===== src/rtl/muldiv_pkg.sv =====
// Shared encodings and decode helpers for the iterative RV-M multiply/divide unit.
package muldiv_pkg;

   localparam logic [2:0] OP_MUL    = 3'd0;
   localparam logic [2:0] OP_MULH   = 3'd1;
   localparam logic [2:0] OP_MULHSU = 3'd2;
   localparam logic [2:0] OP_MULHU  = 3'd3;
   localparam logic [2:0] OP_DIV    = 3'd4;
   localparam logic [2:0] OP_DIVU   = 3'd5;
   localparam logic [2:0] OP_REM    = 3'd6;
   localparam logic [2:0] OP_REMU   = 3'd7;

   // Special-case divides resolve on the accept edge and never occupy a state.
   typedef enum logic [1:0] {
      S_IDLE,
      S_MUL,
      S_DIV,
      S_FIX
   } state_t;

   function automatic logic is_div(input logic [2:0] op);
      return op[2];
   endfunction

   function automatic logic is_signed_a(input logic [2:0] op);
      return op[2] ? ~op[0] : (op != OP_MULHU);
   endfunction

   function automatic logic is_signed_b(input logic [2:0] op);
      return op[2] ? ~op[0] : ((op == OP_MUL) || (op == OP_MULH));
   endfunction

endpackage


===== src/rtl/muldiv_divstep.sv =====
// One restoring-division iteration: shift in the next dividend bit, trial-subtract the divisor.
module muldiv_divstep #(
   parameter int XLEN = 32
) (
   input  logic [XLEN-1:0] i_rem,
   input  logic [XLEN-1:0] i_quo,
   input  logic [XLEN-1:0] i_dvs,
   output logic [XLEN-1:0] o_rem,
   output logic [XLEN-1:0] o_quo
);
   logic [XLEN:0] w_shift;
   logic [XLEN:0] w_diff;
   logic          w_ge;

   // Partial remainder stays below the divisor, so bit XLEN of the difference is the borrow.
   assign w_shift = {i_rem, i_quo[XLEN-1]};
   assign w_diff  = w_shift - {1'b0, i_dvs};
   assign w_ge    = ~w_diff[XLEN];

   assign o_rem = w_ge ? w_diff[XLEN-1:0] : w_shift[XLEN-1:0];
   assign o_quo = {i_quo[XLEN-2:0], w_ge};

endmodule


===== src/rtl/muldiv_iter_unit.sv =====
// Iterative RV-M multiply/divide unit with special-case fast path and DIV<->REM result reuse.
module muldiv_iter_unit
   import muldiv_pkg::*;
#(
   parameter int XLEN     = 32,
   parameter int MUL_STEP = 2
) (
   input  logic            clk,
   input  logic            reset,
   input  logic            start,
   input  logic            kill,
   input  logic [2:0]      op,
   input  logic [XLEN-1:0] in_A,
   input  logic [XLEN-1:0] in_B,
   output logic            busy,
   output logic            done,
   output logic [XLEN-1:0] R
);
   localparam int                MUL_ITER = XLEN / MUL_STEP;
   localparam int                CW       = $clog2(XLEN);
   localparam logic [CW-1:0]     MUL_CNT0 = CW'(MUL_ITER - 2);
   localparam logic [CW-1:0]     DIV_CNT0 = CW'(XLEN - 2);
   localparam logic [XLEN-1:0]   MIN_INT  = {1'b1, {(XLEN-1){1'b0}}};

   state_t              r_state, w_state_nxt;
   logic [CW-1:0]       r_cnt;
   logic [2:0]          r_op;
   logic [XLEN-1:0]     r_mag_a, r_mag_b;
   logic                r_neg_q, r_neg_r;
   logic [2*XLEN-1:0]   r_acc;
   logic                r_done;
   logic [XLEN-1:0]     r_res;

   logic                r_c_vld, r_c_sgn, r_c_rem;
   logic [XLEN-1:0]     r_c_a, r_c_b, r_c_q, r_c_r;

   logic                w_sa, w_sb, w_b_zero, w_ovf, w_hit, w_accept, w_fast;
   logic [XLEN-1:0]     w_mag_a, w_mag_b, w_fast_res, w_fix_res;
   logic [XLEN+MUL_STEP-1:0] w_pp, w_mul_sum;
   logic [2*XLEN-1:0]   w_mul_acc, w_step_acc, w_prod;
   logic [XLEN-1:0]     w_div_rem, w_div_quo, w_quo, w_rem;

   assign w_sa    = is_signed_a(op) & in_A[XLEN-1];
   assign w_sb    = is_signed_b(op) & in_B[XLEN-1];
   assign w_mag_a = w_sa ? -in_A : in_A;
   assign w_mag_b = w_sb ? -in_B : in_B;

   assign w_b_zero = (in_B == '0);
   assign w_ovf    = ~op[0] & (in_A == MIN_INT) & (in_B == '1);
   assign w_hit    = r_c_vld & (in_A == r_c_a) & (in_B == r_c_b) &
                     (r_c_sgn == ~op[0]) & (r_c_rem != op[1]);

   // kill wins over a same-cycle start
   assign w_accept = (r_state == S_IDLE) & start & ~kill;
   assign w_fast   = w_accept & is_div(op) & (w_b_zero | w_ovf | w_hit);

   always_comb begin
      w_fast_res = '1;
      if (w_b_zero)   w_fast_res = op[1] ? in_A : '1;
      else if (w_ovf) w_fast_res = op[1] ? '0 : in_A;
      else            w_fast_res = op[1] ? r_c_r : r_c_q;
   end

   // Radix-2^MUL_STEP shift-add: multiplier sits in the low half and drains out to the right.
   always_comb begin
      w_pp = '0;
      for (int k = 0; k < MUL_STEP; k++)
         if (r_acc[k]) w_pp = w_pp + ({{MUL_STEP{1'b0}}, r_mag_a} << k);
      w_mul_sum = {{MUL_STEP{1'b0}}, r_acc[2*XLEN-1:XLEN]} + w_pp;
      w_mul_acc = {w_mul_sum, r_acc[XLEN-1:MUL_STEP]};
   end

   muldiv_divstep #(.XLEN(XLEN)) u_divstep (
      .i_rem (r_acc[2*XLEN-1:XLEN]),
      .i_quo (r_acc[XLEN-1:0]),
      .i_dvs (r_mag_b),
      .o_rem (w_div_rem),
      .o_quo (w_div_quo)
   );

   assign w_step_acc = is_div(r_op) ? {w_div_rem, w_div_quo} : w_mul_acc;

   // FIX performs the last iteration combinationally, then restores signs.
   assign w_prod = r_neg_q ? -w_step_acc : w_step_acc;
   assign w_quo  = r_neg_q ? -w_div_quo  : w_div_quo;
   assign w_rem  = r_neg_r ? -w_div_rem  : w_div_rem;

   always_comb begin
      case (r_op)
         OP_MUL:                       w_fix_res = w_prod[XLEN-1:0];
         OP_MULH, OP_MULHSU, OP_MULHU: w_fix_res = w_prod[2*XLEN-1:XLEN];
         OP_DIV, OP_DIVU:              w_fix_res = w_quo;
         default:                      w_fix_res = w_rem;
      endcase
   end

   always_comb begin
      w_state_nxt = r_state;
      case (r_state)
         S_IDLE:       if (w_accept && !w_fast) w_state_nxt = is_div(op) ? S_DIV : S_MUL;
         S_MUL, S_DIV: if (r_cnt == '0) w_state_nxt = S_FIX;
         S_FIX:        w_state_nxt = S_IDLE;
         default:      w_state_nxt = S_IDLE;
      endcase
      if (kill) w_state_nxt = S_IDLE;
   end

   always_ff @(posedge clk or negedge reset) begin
      if (!reset) begin
         r_state <= S_IDLE;
         r_cnt   <= '0;
         r_op    <= '0;
         r_mag_a <= '0;
         r_mag_b <= '0;
         r_neg_q <= 1'b0;
         r_neg_r <= 1'b0;
         r_acc   <= '0;
         r_done  <= 1'b0;
         r_res   <= '0;
         r_c_vld <= 1'b0;
         r_c_sgn <= 1'b0;
         r_c_rem <= 1'b0;
         r_c_a   <= '0;
         r_c_b   <= '0;
         r_c_q   <= '0;
         r_c_r   <= '0;
      end else begin
         r_state <= w_state_nxt;
         r_done  <= 1'b0;
         if (kill && r_state != S_IDLE) begin
            r_c_vld <= 1'b0;
         end else if (w_accept) begin
            r_op    <= op;
            r_mag_a <= w_mag_a;
            r_mag_b <= w_mag_b;
            r_neg_q <= w_sa ^ w_sb;
            r_neg_r <= w_sa;
            r_acc   <= {{XLEN{1'b0}}, is_div(op) ? w_mag_a : w_mag_b};
            r_cnt   <= is_div(op) ? DIV_CNT0 : MUL_CNT0;
            if (w_fast) begin
               r_res  <= w_fast_res;
               r_done <= 1'b1;
               if (!w_hit) r_c_vld <= 1'b0;
            end else begin
               // operands recorded now; entry becomes valid only when the divide completes
               r_c_vld <= 1'b0;
               r_c_a   <= in_A;
               r_c_b   <= in_B;
               r_c_sgn <= ~op[0];
               r_c_rem <= op[1];
            end
         end else if (r_state == S_MUL || r_state == S_DIV) begin
            r_acc <= w_step_acc;
            r_cnt <= r_cnt - CW'(1);
         end else if (r_state == S_FIX) begin
            r_res  <= w_fix_res;
            r_done <= 1'b1;
            if (is_div(r_op)) begin
               r_c_vld <= 1'b1;
               r_c_q   <= w_quo;
               r_c_r   <= w_rem;
            end
         end
      end
   end

   assign busy = (r_state != S_IDLE);
   assign done = r_done;
   assign R    = r_res;

endmodule


===== config.mk =====
export PLATFORM = sky130hd
export DESIGN_NAME = muldiv_iter_unit
export DESIGN_NICKNAME = d
export VERILOG_FILES = /design/src/rtl/muldiv_pkg.sv /design/src/rtl/muldiv_divstep.sv /design/src/rtl/muldiv_iter_unit.sv
export SDC_FILE = /design/constraint.sdc
export NUM_CORES = 1
export LEC_CHECK = 0
export BUFFER_PORTS_ARGS = -buffer_cell sky130_fd_sc_hd__buf_2
export CAP_MARGIN = 40
export CORE_AREA = 2 2 305 307
export CTS_CLUSTER_DIAMETER = 30
export DETAILED_ROUTE_END_ITERATION = 7
export DIE_AREA = 0 0 307 309
export GPL_ROUTABILITY_DRIVEN = 0
export PLACE_DENSITY = 0.53
export SYNTH_ARGS = -nofsm -noshare
export SYNTH_HDL_FRONTEND = slang
export SYNTH_SLANG_ARGS = --single-unit

===== constraint.sdc =====
create_clock -name clk -period 8.7 [get_ports clk]
set_input_delay 1.305 -clock clk [delete_from_list [all_inputs] [get_ports clk]]
set_output_delay 1.305 -clock clk [all_outputs]
set_load 0.03 [all_outputs]

; After elaboration in Yosys (flattened, before gate mapping)
; Cells that the tools add are included.
[totals]
inputBits = 71
wordCells = 139
ff_bits = 304
[op_classes]
addsub = 9
n_reduce_logical = 25
bitwise = 22
eq_ne = 22
n_mux = 44
[op_table]
columns = operator, n
row1 = $mux W32, 16
row2 = $mux W64, 4
row3 = $neg A32 Y32, 4
row4 = $pmux W32 S3, 1
row5 = $eq A32 B32 Y1, 2
row6 = $eq A32 B32 Y1 const B, 2
row7 = $neg A64 Y64, 1
row8 = $add A32 B34 Y34, 1
row9 = $add A34 B33 Y34, 1
row10 = $mux W34, 1
row11 = $sub A33 B32 Y33, 1
row12 = $logic_not A32 Y1, 1
row13 = $mux W5, 3
row14 = $mux W1, 14
row15 = $and A1 B1 Y1, 12
row16 = $mux W2, 4
row17 = $reduce_and A4 Y1, 2
row18 = $not A1 Y1, 7
row19 = $eq A3 B1 Y1 const B, 2
row20 = $eq A3 B2 Y1 const B, 2
row21 = $eq A3 B3 Y1 const B, 2
row22 = $logic_not A3 Y1, 2
row23 = $ne A3 B2 Y1 const B, 2
row24 = $ne A3 B3 Y1 const B, 2
row25 = other kinds (23), 33

; Longest topological paths before layout
; Gate-level depths: netlist (run 1).
[depth]
word_depth = 12
ltp_mapped = 35
ltp_nobuf = 30

; Cells and area by module
; Synthesis (run 1) repeated with hierarchy kept, for this count alone.
[hier_totals]
hier_cells = 3362
hier_area_um2 = 26618.0
[by_module_without_submodules]
columns = module, n_inst, cells_each, seq_area_each_um2, area_each_um2
row1 = muldiv_iter_unit, 1, 3025, 7607.3, 24019.3
row2 = muldiv_divstep, 1, 337, 0.0, 2598.7

; Least setup slack after synthesis (run 1)
; No wires, ideal clock.
[synth_path]
path_kind = register to register
startpoint = reg r_acc[0]
endpoint = reg r_res[30], in the netlist R[30]
setup_ns = 0.110
slack_ns = 1.086
required_ns = 8.590
synth_period_minus_slack_ns = 7.614
path_stages_with_launch = 34
t_arrival_ns = 7.504
cell_sequence = dfrtp_1 -> clkbuf_1 -> clkbuf_1 -> clkbuf_1 -> clkbuf_1 -> nand2_1 -> inv_1 -> ha_1 -> fa_1 -> a21oi_1 -> o211ai_1 -> a21oi_1 -> a2111oi_0 -> nor2_1 -> o21ai_0 -> o21ai_0 -> o21ai_0 -> a21oi_1 -> xnor2_1 -> mux2_2 -> ha_1 -> clkbuf_1 -> nand2_1 -> or4_1 -> a2111oi_0 -> or2_2 -> xor2_1 -> a221o_1 -> nor4b_2 -> nand4_1 -> o41ai_1 -> xnor2_1 -> a21oi_1 -> o41ai_1
[synth_via]
elab_chain_len = 11
[synth_rtl]
columns = element, line
row1 = from (decl), muldiv_iter_unit.sv:30  ; logic [2*XLEN-1:0] r_acc;
row2 = from (signal assigned), muldiv_iter_unit.sv:138  ; r_acc <= {{XLEN{1'b0}}, is_div(op) ? w_mag_a : w_mag_b};
row3 = from (signal assigned), muldiv_iter_unit.sv:153  ; r_acc <= w_step_acc;
row4 = $mux W32, muldiv_iter_unit.sv:68  ; if (r_acc[k]) w_pp = w_pp + ({{MUL_STEP{1'b0}}, r_mag_a} << k);
row5 = $add A34 B33 Y34, muldiv_iter_unit.sv:68
row6 = $mux W34, muldiv_iter_unit.sv:68
row7 = $add A32 B34 Y34, muldiv_iter_unit.sv:69  ; w_mul_sum = {{MUL_STEP{1'b0}}, r_acc[2*XLEN-1:XLEN]} + w_pp;
row8 = $mux W64, muldiv_iter_unit.sv:81  ; assign w_step_acc = is_div(r_op) ? {w_div_rem, w_div_quo} : w_mul_acc;
row9 = $neg A64 Y64, muldiv_iter_unit.sv:84  ; assign w_prod = r_neg_q ? -w_step_acc : w_step_acc;
row10 = $mux W64, muldiv_iter_unit.sv:84
row11 = $pmux W32 S3 (*), muldiv_iter_unit.sv:89  ; case (r_op)
row12 = $mux W32 (*), muldiv_iter_unit.sv:155  ; end else if (r_state == S_FIX) begin
row13 = $mux W32 (*), muldiv_iter_unit.sv:152  ; end else if (r_state == S_MUL || r_state == S_DIV) begin
row14 = $mux W32 (*), muldiv_iter_unit.sv:132  ; end else if (w_accept) begin
row15 = to (signal assigned), muldiv_iter_unit.sv:141  ; r_res <= w_fast_res;
row16 = to (signal assigned), muldiv_iter_unit.sv:156  ; r_res <= w_fix_res;
row17 = to (decl), muldiv_iter_unit.sv:32  ; logic [XLEN-1:0] r_res;
; Every way passes the cells marked *; elsewhere a longest branch is shown, timed or not. The select of a mux whose other input is x is not followed.
; A chain may end at the register's enable or synchronous reset.

; Worst setup path in the final report (run 1)
; Ends and elaborated chain as after synthesis.

==> flow_metrics.env, run 1 <==
export IMPL_grt_pass1_wl_mm=175
export IMPL_drt_initial_drc_count=2998
export IMPL_drc=0
export IMPL_critPathTopFamily="compound AO/OA/AOI/OAI gates"
export IMPL_syn_avg_cell_area_um2=7.76
export IMPL_routed_wl_mm=117
export IMPL_hold_viol=0
export IMPL_async_flop_share_pct=100
export IMPL_seqCellArea_um2=7610
export IMPL_port_buffers=104
export IMPL_drive_above_1_share_pct=13.4
export IMPL_hpwl_mm=88.9
export IMPL_syn_inst=3516
export IMPL_ioPinCount=105
export IMPL_grt_max_degree=126
export IMPL_cts_tree="yes"
export IMPL_clock_path_buffers=3
export IMPL_cts_root_buffer="clkbuf_16"
export IMPL_hold_class="reg -> reg"
export IMPL_post_cts_repair_setup_buffers=0
export IMPL_drv_cap=0
export IMPL_placed_area_um2=28800
export IMPL_worst_slew_pin_slew_ns=0.951
export IMPL_drtAntennaViolNets=0
export IMPL_synthToLayoutAreaGrowth_pct=19.2
export IMPL_cts_sinks=304
export IMPL_ys_types=108
export IMPL_yosysSeqAreaShare_pct=27.9
export IMPL_slew_violations=0
export IMPL_coreArea_um2=91400
export IMPL_max_stage_delay_ns=0.66
export IMPL_max_freq_mhz=129
export IMPL_dr_pass1_iters=7
export IMPL_post_route_period_util_pct=89.2
export IMPL_ys_ff_latch=304
export IMPL_via_per_inst=5.79
export IMPL_synth_nets=3684
export IMPL_critPathBufInv=1
export IMPL_cts_max_level=3
export IMPL_tns_ns=0
export IMPL_antenna_cells=0
export IMPL_grt_setup_unrepaired="false"
export IMPL_setup_violations_final=0
export IMPL_clkLatencyLatePin_ns=0.67
export IMPL_multi_input_area_um2=18300
export IMPL_vdd_ir_drop_max_mv=0.368
export IMPL_maxSlewHeadroom_pct=36.5
export IMPL_dr_total_vias=27700
export IMPL_rows=111
export IMPL_grt_pass1_vias=26200
export IMPL_p_leak_nw=13.6
export IMPL_min_period_ns=7.76
export IMPL_cts_buffers=100
export IMPL_status="complete, no violations"
export IMPL_grt_use_total_pct=24.4
export IMPL_worst_ep_arrival_time_ns=8.32
export IMPL_cp_required_ns=9.27
export IMPL_grt_overflow=0
export IMPL_dieArea_um2=94900
export IMPL_critPathMaxFanout=20
export IMPL_synth_edf_count=0
export IMPL_p_per_area_nw_per_um2=504
export IMPL_crit_slowest_cell="a311oi_1"
export IMPL_postLayoutCoreUtil_pct=35.6
export IMPL_dieHeight_um=309
export IMPL_cp_common_cell="o211ai_1"
export IMPL_post_cts_resize_count=0
export IMPL_netlist_area_um2=27300
export IMPL_stdcell_area_um2=32500
export IMPL_start_util_pct=29.9
export IMPL_cts_hold_buffers=0
export IMPL_skew_ns=0.0724
export IMPL_avgRoutedWirePerCell_um=24.5
export IMPL_cp_end_kind="flip-flop"
export IMPL_clk_pin_slew_worst_paths_ns=0.04
export IMPL_yosys_warnings=0
export IMPL_critical_path_class="reg -> reg"
export IMPL_antenna_found_initial=2
export IMPL_fillers=9512
export IMPL_dieWidth_um=307
export IMPL_ys_flop_type="dfrtp_1"
export IMPL_start_kind="flip-flop"
export IMPL_final_nets=3678
==> metal layers <==
layer	wire length, um	up-vias	global-route usage, %
met3	9630	270	5.02
met2	50600	1283	37.0
li1	-	12700	-
met4	6880	2	13.0
met1	50100	13400	32.4
met5	12	-	0
==> cells by family after synthesis <==
group           Yosys count  synth area share [%]
buf+inv                 367                  5.28
mux                     172                  6.67
compound gates         1086                  25.3
flops                   304                  27.9
xor+xnor                291                  9.34
simple gates           1198                  20.9
fa+ha+maj                98                  4.57
==> state kept, by name (all words and copies together), names as in the netlist <==
register and cells:
r_neg_q 1, r_cnt 5, r_c_rem 1, r_state 2, r_mag_b 32, r_c_r 32
r_op 3, r_c_q 32, r_neg_r 1, done 1, r_acc 64, r_c_b 32
R 32, r_mag_a 32, r_c_vld 1, r_c_a 32, r_c_sgn 1
==> worst reg2reg max path, delay by kind of cell (launching register included) <==
kind / cells / cell delay (ns)
flip-flops: 1 / 0.55
XOR/XNOR: 2 / 0.33
AND/OR/NAND/NOR: 8 / 1.62
AO/OA/AOI/OAI: 16 / 4.13
adder cells (fa/ha/maj): 3 / 0.99
buffers and inverters: 1 / 0.05
==> path summary, 6_finish.rpt <==
path	from	endpoint	slack, ns	cells after the start
setup / recovery	r_acc[0]	R[30]	0.94	30
hold / removal	r_c_q[8]	r_c_q[8]	0.47	2
setup reg to reg	r_acc[0]	R[30]	0.94	30
hold reg to reg	r_c_q[8]	r_c_q[8]	0.47	2
max in group asynchronous	reset	r_mag_a[29]	6.17	3
min in group asynchronous	reset	R[9]	0.59	1
==> layout make-up <==
type                       count  share of cell area (%)
inverter                     101                    1.19
clock buffer                 139                    8.91
multi-input combinational   2845                    56.3
tap                         1186                    4.56
timing repair buffer         158                    3.12
sequential                   304                    23.4
clock inverter                50                    2.51
==> placed cells by master, fill, tap and decap left out, types with 37 or more instances in the layout <==
master and instances:
ha_1 94, xor2_1 137, nor3_1 50, nor2_1 249, o211ai_1 53, clkbuf_16 100
mux2_2 80, dfrtp_1 301, inv_1 97, buf_2 104, a21oi_1 245, nand3_1 61
o21ai_0 391, nand4_1 43, buf_4 47, a31oi_1 40, nand2_1 502, o31ai_1 37
and2_1 43, mux2i_1 92, xnor2_1 154
==> report_power, final <==
part / internal, W / switching, W
combinational: 0.00333 / 0.00623
sequential: 0.00203 / 0.000859
clock: 0.00281 / 0.00114
==> synthesized netlist by cell type (17+ instances only) <==
cell type,count,share of area (%)
a211o_1,17,0.55
a211oi_1,35,0.96
a21o_1,36,0.99
a21oi_1,245,4.5
a31oi_1,40,0.92
and2_1,43,0.99
and3_1,36,0.83
buf_1,26,0.36
buf_2,17,0.31
clkbuf_1,217,3.0
dfrtp_1,304,28
ha_1,94,4.3
inv_1,98,1.3
mux2_2,80,3.3
mux2i_1,92,3.4
nand2_1,503,6.9
nand2b_1,32,0.73
nand3_1,62,1.1
nand3b_1,17,0.47
nand4_1,43,0.99
nor2_1,251,3.5
nor3_1,50,0.92
nor4_1,28,0.64
o211ai_1,53,1.5
o21a_1,18,0.50
o21ai_0,392,7.2
o31ai_1,37,1.0
o41ai_1,20,0.64
or3_1,30,0.69
or4_1,31,0.85
xnor2_1,154,4.9
xor2_1,137,4.4
==> through the flow <==
| step | hold slack (ns) | total power (W) | worst slack [ns] | cells |
|---|---|---|---|---|
| after floorplan | 0.440 | 0.00915 | 1.09 | 3516 |
| after global placement | 0.455 | 0.0122 | 1.11 | 4586 |
| after detailed placement | 0.457 | 0.0122 | 0.954 | 4594 |
| after CTS | 0.468 | 0.0162 | 0.981 | 4783 |
| after global routing | 0.495 | 0.0174 | 0.344 | 4783 |
| final | 0.466 | 0.0164 | 0.944 | 4783 |
Note: power is estimated with default switching activity, not from simulation.
==> inputs of run 2 (changes only) <==
==> constraint.sdc (replaced) <==
create_clock -name clk -period 9.3 [get_ports clk]
set_input_delay 1.395 -clock clk [delete_from_list [all_inputs] [get_ports clk]]
set_output_delay 1.395 -clock clk [all_outputs]
set_load 0.03 [all_outputs]
==> run 2 against run 1 <==
  * Flip-flop and latch count did not move
  * Clock power is 21% lower
  * Routed wire length is essentially flat
  * Sequential share of layout area up 0.50 points
  * Cell area fell by 2.1%
  * Setup slack improved by 0.20 ns
  * Power down 9.8%
  * Fmax down 4.9%
  * Combinational power fell by 6.4%
  * Sequential power down 6%
  * Critical endpoint unchanged
  * Largest power group unchanged
==> flow_metrics.env, run 2 (synthesized netlist as in run 1, its figures left out) <==
export IMPL_setup_violations_final=0
export IMPL_port_buffers=104
export IMPL_dieWidth_um=307
export IMPL_synthToLayoutAreaGrowth_pct=16.7
export IMPL_cts_hold_buffers=0
export IMPL_worst_ep_arrival_time_ns=8.68
export IMPL_hold_class="reg -> reg"
export IMPL_min_period_ns=8.15
export IMPL_dieArea_um2=94900
export IMPL_grt_max_degree=162
export IMPL_hpwl_mm=88.5
export IMPL_stdcell_area_um2=31900
export IMPL_cp_required_ns=9.82
export IMPL_skew_ns=0.0258
export IMPL_hold_path_depth=2
export IMPL_grt_pass1_vias=25700
export IMPL_start_util_pct=29.9
export IMPL_max_freq_mhz=123
export IMPL_postLayoutCoreUtil_pct=34.9
export IMPL_largest_register="r_acc"
export IMPL_post_cts_resize_count=0
export IMPL_cp_common_cell="a21oi_1"
export IMPL_slew_violations=0
export IMPL_dr_pass1_iters=8
export IMPL_antenna_found_initial=5
export IMPL_clk_pin_slew_worst_paths_ns=0.04
export IMPL_cp_end_kind="flip-flop"
export IMPL_p_per_area_nw_per_um2=465
export IMPL_critical_path_class="reg -> reg"
export IMPL_crit_slowest_cell="a2111oi_0"
export IMPL_grt_use_total_pct=24.3
export IMPL_p_leak_nw=13.3
export IMPL_dpl_cell_count=4587
export IMPL_drtAntennaViolNets=0
export IMPL_final_nets=3662
export IMPL_hp_start="r_c_q[8]"
export IMPL_dieHeight_um=309
export IMPL_max_stage_delay_ns=0.65
export IMPL_clkLatencyLatePin_ns=0.65
export IMPL_fin_cells=4755
export IMPL_via_per_inst=5.81
export IMPL_post_cts_repair_setup_buffers=0
export IMPL_grt_setup_unrepaired="false"
export IMPL_start_kind="flip-flop"
export IMPL_fillers=9584
export IMPL_grt_overflow=0
export IMPL_status="complete, no violations"
export IMPL_routed_wl_mm=117
export IMPL_critPathTopFamily="compound AO/OA/AOI/OAI gates"
export IMPL_cts_max_level=3
export IMPL_critPathMaxFanout=55
export IMPL_worst_slew_pin_slew_ns=1.03
export IMPL_maxSlewHeadroom_pct=31.3
export IMPL_drc=0
export IMPL_layout_commonest_cell="nand2_1"
export IMPL_rows=111
export IMPL_reg2reg_depth=27
export IMPL_placed_area_um2=28700
export IMPL_mostFrequentLayoutCells="nand2_1 (502), o21ai_0 (391), dfrtp_1 (301)"
export IMPL_drt_initial_drc_count=2739
export IMPL_r2r_slack_ns=1.15
export IMPL_min_to="r_c_q[8]"
export IMPL_coreArea_um2=91400
export IMPL_drive_above_1_share_pct=12.4
export IMPL_largest_register_ffs=64
export IMPL_vdd_ir_drop_max_mv=0.245
export IMPL_avgRoutedWirePerCell_um=24.7
export IMPL_cts_tree="yes"
export IMPL_tns_ns=0
export IMPL_clock_path_buffers=3
export IMPL_cts_buffers=91
export IMPL_dr_total_vias=27600
export IMPL_r2r_start="r_acc[0]"
export IMPL_cts_root_buffer="clkbuf_16"
export IMPL_hold_viol=0
export IMPL_timing_rr_end="R[30]"
export IMPL_drv_cap=0
export IMPL_post_route_period_util_pct=87.7
export IMPL_grt_pass1_wl_mm=174
export IMPL_cts_sinks=304
export IMPL_critPathBufInv=1
export IMPL_ioPinCount=105
## run 2: worst reg2reg max path: cells and delay by family, from the launching register on
kind / cells / cell delay, ns
AOI/OAI and AO/OA: 13 / 3.58
and+or+nand+nor: 7 / 2.21
adders and majority gates: 2 / 0.71
buffers and inverters: 1 / 0.46
DFF: 1 / 0.42
xor gates and xnor gates: 3 / 0.40
muxes: 1 / 0.26
## run 2: worst max-delay path by stage
stage	start	to	slack [ns]	depth (start not counted)
after floorplan	r_acc[0]	R[30]	1.69	33
final	r_acc[0]	R[30]	1.15	27
after global routing	r_acc[0]	R[30]	0.43	27
after global placement	r_acc[0]	R[30]	1.48	27
after detailed placement	r_acc[0]	R[30]	1.25	27
after CTS	r_acc[0]	R[30]	1.23	27
## run 2: layer usage
metal | share of wire [%] | track usage (%) | vias up
met3 | 7.7 | 4.55 | 276
li1 | - | - | 12700
met5 | 0.014 | 0 | -
met2 | 44 | 37.3 | 1310
met1 | 43 | 32.2 | 13400
met4 | 5.8 | 13.1 | 2
## run 2: final cells by class
cell class	instances	area [um2]	area share (%)
Sequential cell	304	7610	23.9
Clock inverter	31	449	1.41
Multi-Input combinational cell	2845	18300	57.5
Tap cell	1186	1480	4.66
Clock buffer	132	2660	8.35
Timing Repair Buffer	151	928	2.91
Inverter	101	387	1.21
Antenna cell	5	12.5	0.0393
## run 2: per-stage QoR
stage                     worst slack (ns)  power (W)  hold slack, ns
after floorplan                       1.69    0.00856           0.440
after global placement                1.48     0.0114           0.455
after detailed placement              1.25     0.0114           0.457
after CTS                             1.23     0.0146           0.467
after global routing                 0.429     0.0156           0.486
final                                 1.15     0.0148           0.468
## run 2: power breakdown
part | switching (W) | internal [W] | total, W
sequential | 0.000817 | 0.00190 | 0.00272
clock | 0.000941 | 0.00218 | 0.00312
combinational | 0.00586 | 0.00310 | 0.00896
total | 0.00762 | 0.00718 | 0.0148
